## src/rtl/bcd_serial_addsub.sv

```systemverilog
// Digit-serial packed-BCD adder/subtractor, one digit per clock, LSD first.
// Optional BCD_DIGIT_CHECK_EN adds an err output flagging non-BCD operands.
module bcd_serial_addsub #(
    parameter int DIGITS = 4
) (
    input  logic                  clk,
    input  logic                  rst,
    input  logic                  start,
    input  logic                  sub,
    input  logic                  cin,
    input  logic [4*DIGITS-1:0]   a,
    input  logic [4*DIGITS-1:0]   b,
    output logic [4*DIGITS-1:0]   s,
    output logic                  cout,
    output logic                  neg,
    output logic                  busy,
`ifdef BCD_DIGIT_CHECK_EN
    output logic                  err,
`endif
    output logic                  done
);

    localparam int W  = 4 * DIGITS;
    localparam int IW = $clog2(DIGITS + 1);

    typedef enum logic [1:0] {
        S_IDLE,
        S_RUN,
        S_DONE
    } state_t;

    state_t        state;
    logic [W-1:0]  opa;
    logic [W-1:0]  opb;
    logic          carry;
    logic          sub_q;
    logic [IW-1:0] idx;
    logic [W-1:0]  b9;
    logic [4:0]    t;
    logic [3:0]    dig;
    logic          cnext;
    logic [W-1:0]  s_shift;
    logic          last;

`ifdef BCD_DIGIT_CHECK_EN
    logic bad;
    logic err_q;

    always_comb begin
        bad = 1'b0;
        for (int i = 0; i < DIGITS; i++) begin
            bad = bad | (a[i*4 +: 4] > 4'd9) | (b[i*4 +: 4] > 4'd9);
        end
    end
`endif

    always_comb begin
        b9 = '0;
        for (int i = 0; i < DIGITS; i++) begin
            b9[i*4 +: 4] = 4'd9 - b[i*4 +: 4];
        end
    end

    // Single 1-digit BCD adder; operands shift right so digit i sits at [3:0]
    always_comb begin
        t     = {1'b0, opa[3:0]} + {1'b0, opb[3:0]} + {4'd0, carry};
        dig   = t[3:0];
        cnext = 1'b0;
        if (t > 5'd9) begin
            dig   = 4'(t + 5'd6);
            cnext = 1'b1;
        end
    end

    generate
        if (DIGITS == 1) begin : g_one
            assign s_shift = dig;
        end else begin : g_many
            assign s_shift = {dig, s[W-1:4]};
        end
    endgenerate

    assign last = (idx == IW'(DIGITS - 1));

    always_ff @(posedge clk) begin
        if (rst) begin
            state <= S_IDLE;
            opa   <= '0;
            opb   <= '0;
            carry <= 1'b0;
            sub_q <= 1'b0;
            idx   <= '0;
            s     <= '0;
            cout  <= 1'b0;
            neg   <= 1'b0;
            busy  <= 1'b0;
            done  <= 1'b0;
`ifdef BCD_DIGIT_CHECK_EN
            err   <= 1'b0;
            err_q <= 1'b0;
`endif
        end else begin
            unique case (state)
                S_IDLE, S_DONE: begin
                    done <= 1'b0;
                    if (start) begin
                        opa   <= a;
                        opb   <= sub ? b9 : b;
                        carry <= sub ? 1'b1 : cin;
                        sub_q <= sub;
                        idx   <= '0;
                        busy  <= 1'b1;
                        state <= S_RUN;
`ifdef BCD_DIGIT_CHECK_EN
                        err_q <= bad;
`endif
                    end else begin
                        state <= S_IDLE;
                    end
                end
                S_RUN: begin
                    opa   <= opa >> 4;
                    opb   <= opb >> 4;
                    carry <= cnext;
                    idx   <= idx + 1'b1;
                    s     <= s_shift;
                    if (last) begin
                        state <= S_DONE;
                        busy  <= 1'b0;
                        done  <= 1'b1;
                        cout  <= cnext;
                        neg   <= sub_q & ~cnext;
`ifdef BCD_DIGIT_CHECK_EN
                        err   <= err_q;
                        if (err_q) begin
                            s    <= '0;
                            cout <= 1'b0;
                            neg  <= 1'b0;
                        end
`endif
                    end
                end
                default: state <= S_IDLE;
            endcase
        end
    end

endmodule
```

## config.mk

```make
export PLATFORM = sky130hd
export DESIGN_NAME = bcd_serial_addsub
export DESIGN_NICKNAME = d
export VERILOG_FILES = /design/src/rtl/bcd_serial_addsub.sv
export SDC_FILE = /design/constraint.sdc
export NUM_CORES = 1
export LEC_CHECK = 0
export ABC_AREA = 1
export BUFFER_PORTS_ARGS = -buffer_cell sky130_fd_sc_hd__buf_2
export CORE_UTILIZATION = 43
export CTS_CLUSTER_SIZE = 10
export DETAILED_ROUTE_END_ITERATION = 10
export PLACE_DENSITY = 0.65
export SETUP_SLACK_MARGIN = 0.5
export SYNTH_ARGS = -nofsm -noshare
export SYNTH_HDL_FRONTEND = slang
export SYNTH_SLANG_ARGS = --single-unit
```

## constraint.sdc

```tcl
create_clock -name clk -period 5.67 [get_ports clk]
set_clock_uncertainty 0.15 [all_clocks]
set_input_delay 0.2835 -clock clk [delete_from_list [all_inputs] [get_ports clk]]
set_output_delay 0.2835 -clock clk [all_outputs]
set_load 0.03 [all_outputs]
```

; ---- Yosys cells after proc, flatten, opt, wreduce, memory -nomap -nowiden
; Cells that the tools add are included.
; Widths: inputs -> output; s select.
[op_classes]
bitwise = 2
n_reduce_logical = 8
addsub = 8
n_eq_ne = 5
order_cmp = 1
muxes = 20
[ops]
columns = op, count
row1 = $pmux 16 s2, 2
row2 = $mux 16, 3
row3 = $sub 4x4->4 const A, 4
row4 = $reduce_and 2->1, 4
row5 = $mux 1, 7
row6 = $pmux 1 s2, 3
row7 = $pmux 3 s2, 1
row8 = $add 4x4->5, 1
row9 = $add 5x1->5, 1
row10 = $gt 5x4->1 const B, 1
row11 = $add 4x3->4 const B, 1
row12 = $mux 4, 1
row13 = $ne 2x2->1 const B, 2
row14 = $pmux 2 s2, 1
row15 = $add 3x1->3 const B, 1
row16 = $eq 3x2->1 const B, 1
row17 = $mux 3, 1
row18 = $reduce_and 3->1, 1
row19 = $eq 2x1->1 const B, 1
row20 = $eq 2x2->1 const B, 1
row21 = $logic_not 2->1, 1
row22 = $mux 2, 1
row23 = $reduce_bool 2->1, 1
row24 = $reduce_or 2->1, 1
row25 = 2 further kinds, 2
[totals]
inputBits = 37
regBits = 59
out_inout_bits = 20
elab_cells = 55

; ---- Depth between registers and ports, before layout
[depth]
depth_word = 6
mapped_depth = 15
ltp_nobuf = 15

; ---- Worst setup path before layout
; OpenSTA, ideal clock, no wires.
[synth_timing]
kind = reg-to-reg
start = register opa[0]
end = register s[13]
stages_incl_launch_ff = 13
path_slack_ps = 3344
arrival_time_ps = 2061
setup_ps = 115
path_buffers = 0
path_cell_list = dfxtp_1 > fa_1 > fa_1 > inv_1 > ha_1 > inv_1 > nor2_1 > a21oi_2 > nand2_2 > nand2_2 > nand3_1 > nand2_1 > nor2_1
[synth_between]
elab_chain_cells = 4
[synth_lines]
columns = element, line_no
row1 = start: declaration, 33  ; logic [W-1:0] opa;
row2 = start signal: assignment, 122  ; opa <= opa >> 4;
row3 = $add 4x4->5 *, 66  ; t = {1'b0, opa[3:0]} + {1'b0, opb[3:0]} + {4'd0, carry};
row4 = $add 5x1->5 *, 66
row5 = $add 4x3->4 / $gt 5x4->1 (equally long branches), "70, 69"
row6 = $mux 4 *, 69  ; if (t > 5'd9) begin
row7 = end signal: assignment, 126  ; s <= s_shift;
row8 = end: declaration, 13  ; output logic [4*DIGITS-1:0] s,
; Every way passes the cells marked *; elsewhere a longest branch is shown, timed or not.
; A chain may end at the register's enable or synchronous reset.

; ---- Worst setup path after layout
; Same ends and word-level chain as after synthesis.

==> results.md <==
* Dpl cells at between 400 and 500
* Max VDD drop at between 0.15 and 0.2 mV
* Via count at between 2000 and 2500
* Yosys top cell by area: dfxtp_1
* Maximum clock rate at 396.4 MHz
* CTS tree: done
* Post-route antenna net violation count at 0
* Largest net degree at the start of global routing at 48
* Chip Height at around 80 um
* Worst-margin pin slew at approximately 0.82 ns
* Post-synth top area share at between 40 and 50%
* Initial DRT Pass Iterations at 4
* I/O pin count at 57
* Ant. Diodes at 0
* GP Congestion at approximately 0.82
* Total CTS buffers at 9
* Post-synth design cell area at approximately 0.0028 mm^2
* Yosys Warn Count at 0
* Max layer used: met4
* Max-cap viol count at 0
* Worst EP arrival at ~2.6 ns
* Hold-fix buffers, CTS at 0
* Leak at around 1.5 nW
* Vias in the first global route at about 2300
* Clk slew on worst S/H paths at ~0.060 ns
* Area contributors post-synth: dfxtp_1 43%, nand2_1 13%, nor2_1 5.7%
* PwrDens at 310.0 mW/mm^2
* Startpoint Class: register
* WL final at approximately 6000 um
* Status: complete, no violations
* First-pass GRT wire length at slightly above 10000 um
* PostCTS Resize Cnt at 0
* Synth top cells by count: 92 x nand2_1, 59 x dfxtp_1, 42 x nor2_1
* Via-per-instance ratio at between 5 and 6
* Clock Tree Buf Depth at 2
* Register area share after synthesis at 42.87%
* Final Slew Violations at 0
* RSZ-0062 raised after global routing: no
* Unique masters post-synth at 31
* Number of synthesized flops with an enable pin at 0
* Share of layout cells above drive strength 1 at between 10% and 20%
* Required time of the critical path at 5.75 ns
* Post-Synthesis Cells at approximately 370
* Clk sink count at a little under 60
* Port Buffer Count at 56
* Core Region at ~0.0061 mm^2
* Die area at between 0.006 and 0.007 mm^2
* Mean Syn Cell Area at around 7.5 um^2
* Synth Net Count at 416
* Post-route non-filler standard cell count at slightly below 500
* Worst Setup End Kind: register
* Initial cell density of the core at about 45%
* GRT Total Usage at 20.25%
* Initial antenna violation count at 0
* Worst hold-check path type: input port to register
* Final Hold Fails at 0
* Fin crit period at ~2.5 ns
* Setup TNS at 0 ns
* Area growth, synth to finish at 16.35%
* Wire length per cell at 12.36 um
* Post-DP HPWL at 3948 um
* Clk_lat worst skew at approximately 0.33 ns
* Critical setup path kind: register to register
* Final #Nets at 465
* Main synth FF type: dfxtp_1
* M1 WL at 2926 um
* # DRC at 0
* Final setup viols at 0
* Grt ovf at 0
* Relative slew slack at around 45%
* Filler cell count at approximately 600
* Metal2 WL at 2843 um
* Root buffer cell: clkbuf_8
* Post-CTS Setup Repair Bufs at 0
* Iter 0 DRT Violations at ~190
* Count leader, synth: nand2_1
* Chip width at between 80 and 90 um
* Row count at 28
* Yosys reg bits at between 50 and 60
* CTS H-tree lvls at 3
* Ys async rst share at 0%
* Met3 WL post-DR at 303 um
* Fin crit share at roughly 44%
* CP max FO at 6
kinds of logic after synthesis:
| kind of cell | count (synthesis) | share of synthesized area (%) |
|---|---|---|
| AO/OA/AOI/OAI | 79 | 16.39 |
| XOR/XNOR | 6 | 1.907 |
| adder cells (fa/ha/maj) | 12 | 5.995 |
| buffers and inverters | 54 | 8.855 |
| flip-flops | 59 | 42.87 |
| AND/OR/NAND/NOR | 157 | 23.98 |
layer usage:
layer	up-vias	global-route usage [%]
li1	1292	-
met1	1132	24.28
met2	54	33.47
met3	5	6.444
met4	0	7.895
met5	-	0
placed cells by master, fill, tap and decap left out, drive strengths merged, types with 2 or more instances in the layout:
master and n:
dfxtp 59, clkbuf 13, o21ai 27, a22oi 3, inv 34, a31oi 17
fa 2, nand2 96, clkinv 3, xor2 2, nor2 45, a21oi 25
nand3 13, a211oi 5, ha 10, xnor2 4, buf 57
registers in the layout (all words and copies together) (netlist names):
signal	flops
busy	1
carry	1
cout	1
done	1
idx	3
neg	1
opa	16
opb	16
s	16
state	2
sub_q	1
area by class of cell:
type / count / area [um^2] / area share, %
well taps: 75 / 93.84 / 2.927
clock inverters: 2 / 10.01 / 0.3123
inverters: 35 / 133.9 / 4.176
flip-flops and latches: 59 / 1181 / 36.85
repair buffers: 57 / 287.8 / 8.977
clock buffers: 13 / 168.9 / 5.269
multi-input cells: 254 / 1330 / 41.49
path summary, 6_finish.rpt:
kind                start  endpoint  slack [ns]  cells after the start
setup reg to reg   opa[0]     s[13]        3.15                     13
hold reg to reg   opa[12]   opa[12]        0.31                      2
hold / removal      a[12]   opa[12]        0.05                      3
setup / recovery   opa[0]     s[13]        3.15                     13
report_power, final:
group,internal [mW],switching [mW]
sequential,0.445,0.0178
combinational,0.0636,0.124
clock,0.191,0.153
per-stage QoR:
stage | total power [mW] | util (%) | instance area [um^2] | worst slack [ns] | hold slack (ns)
after floorplan | 0.6129 | - | 2755 | 3.344 | 0.2817
after global routing | 1.052 | 52.89 | 3206 | 2.930 | 0.05517
final | 0.9939 | 52.89 | 3206 | 3.147 | 0.04966
after CTS | 1.005 | 52.89 | 3206 | 3.150 | 0.03316
after detailed placement | 0.6599 | 49.94 | 3027 | 3.174 | 0.3035
after global placement | 0.6573 | 49.94 | 3027 | 3.217 | 0.3000
worst max-delay path, cell delays in order (launching register included):
cell and delay [ns]:
dfxtp_1 0.33, fa_1 0.48, fa_1 0.41, nand2_1 0.11, nand2_2 0.08, ha_1 0.21
inv_1 0.08, nor2_1 0.05, a21oi_2 0.11, nand2_2 0.11, nand2_2 0.11, nand3_1 0.07
nand2_1 0.08, nor2_1 0.05
No activity file was read; power rests on OpenSTA's default activity.
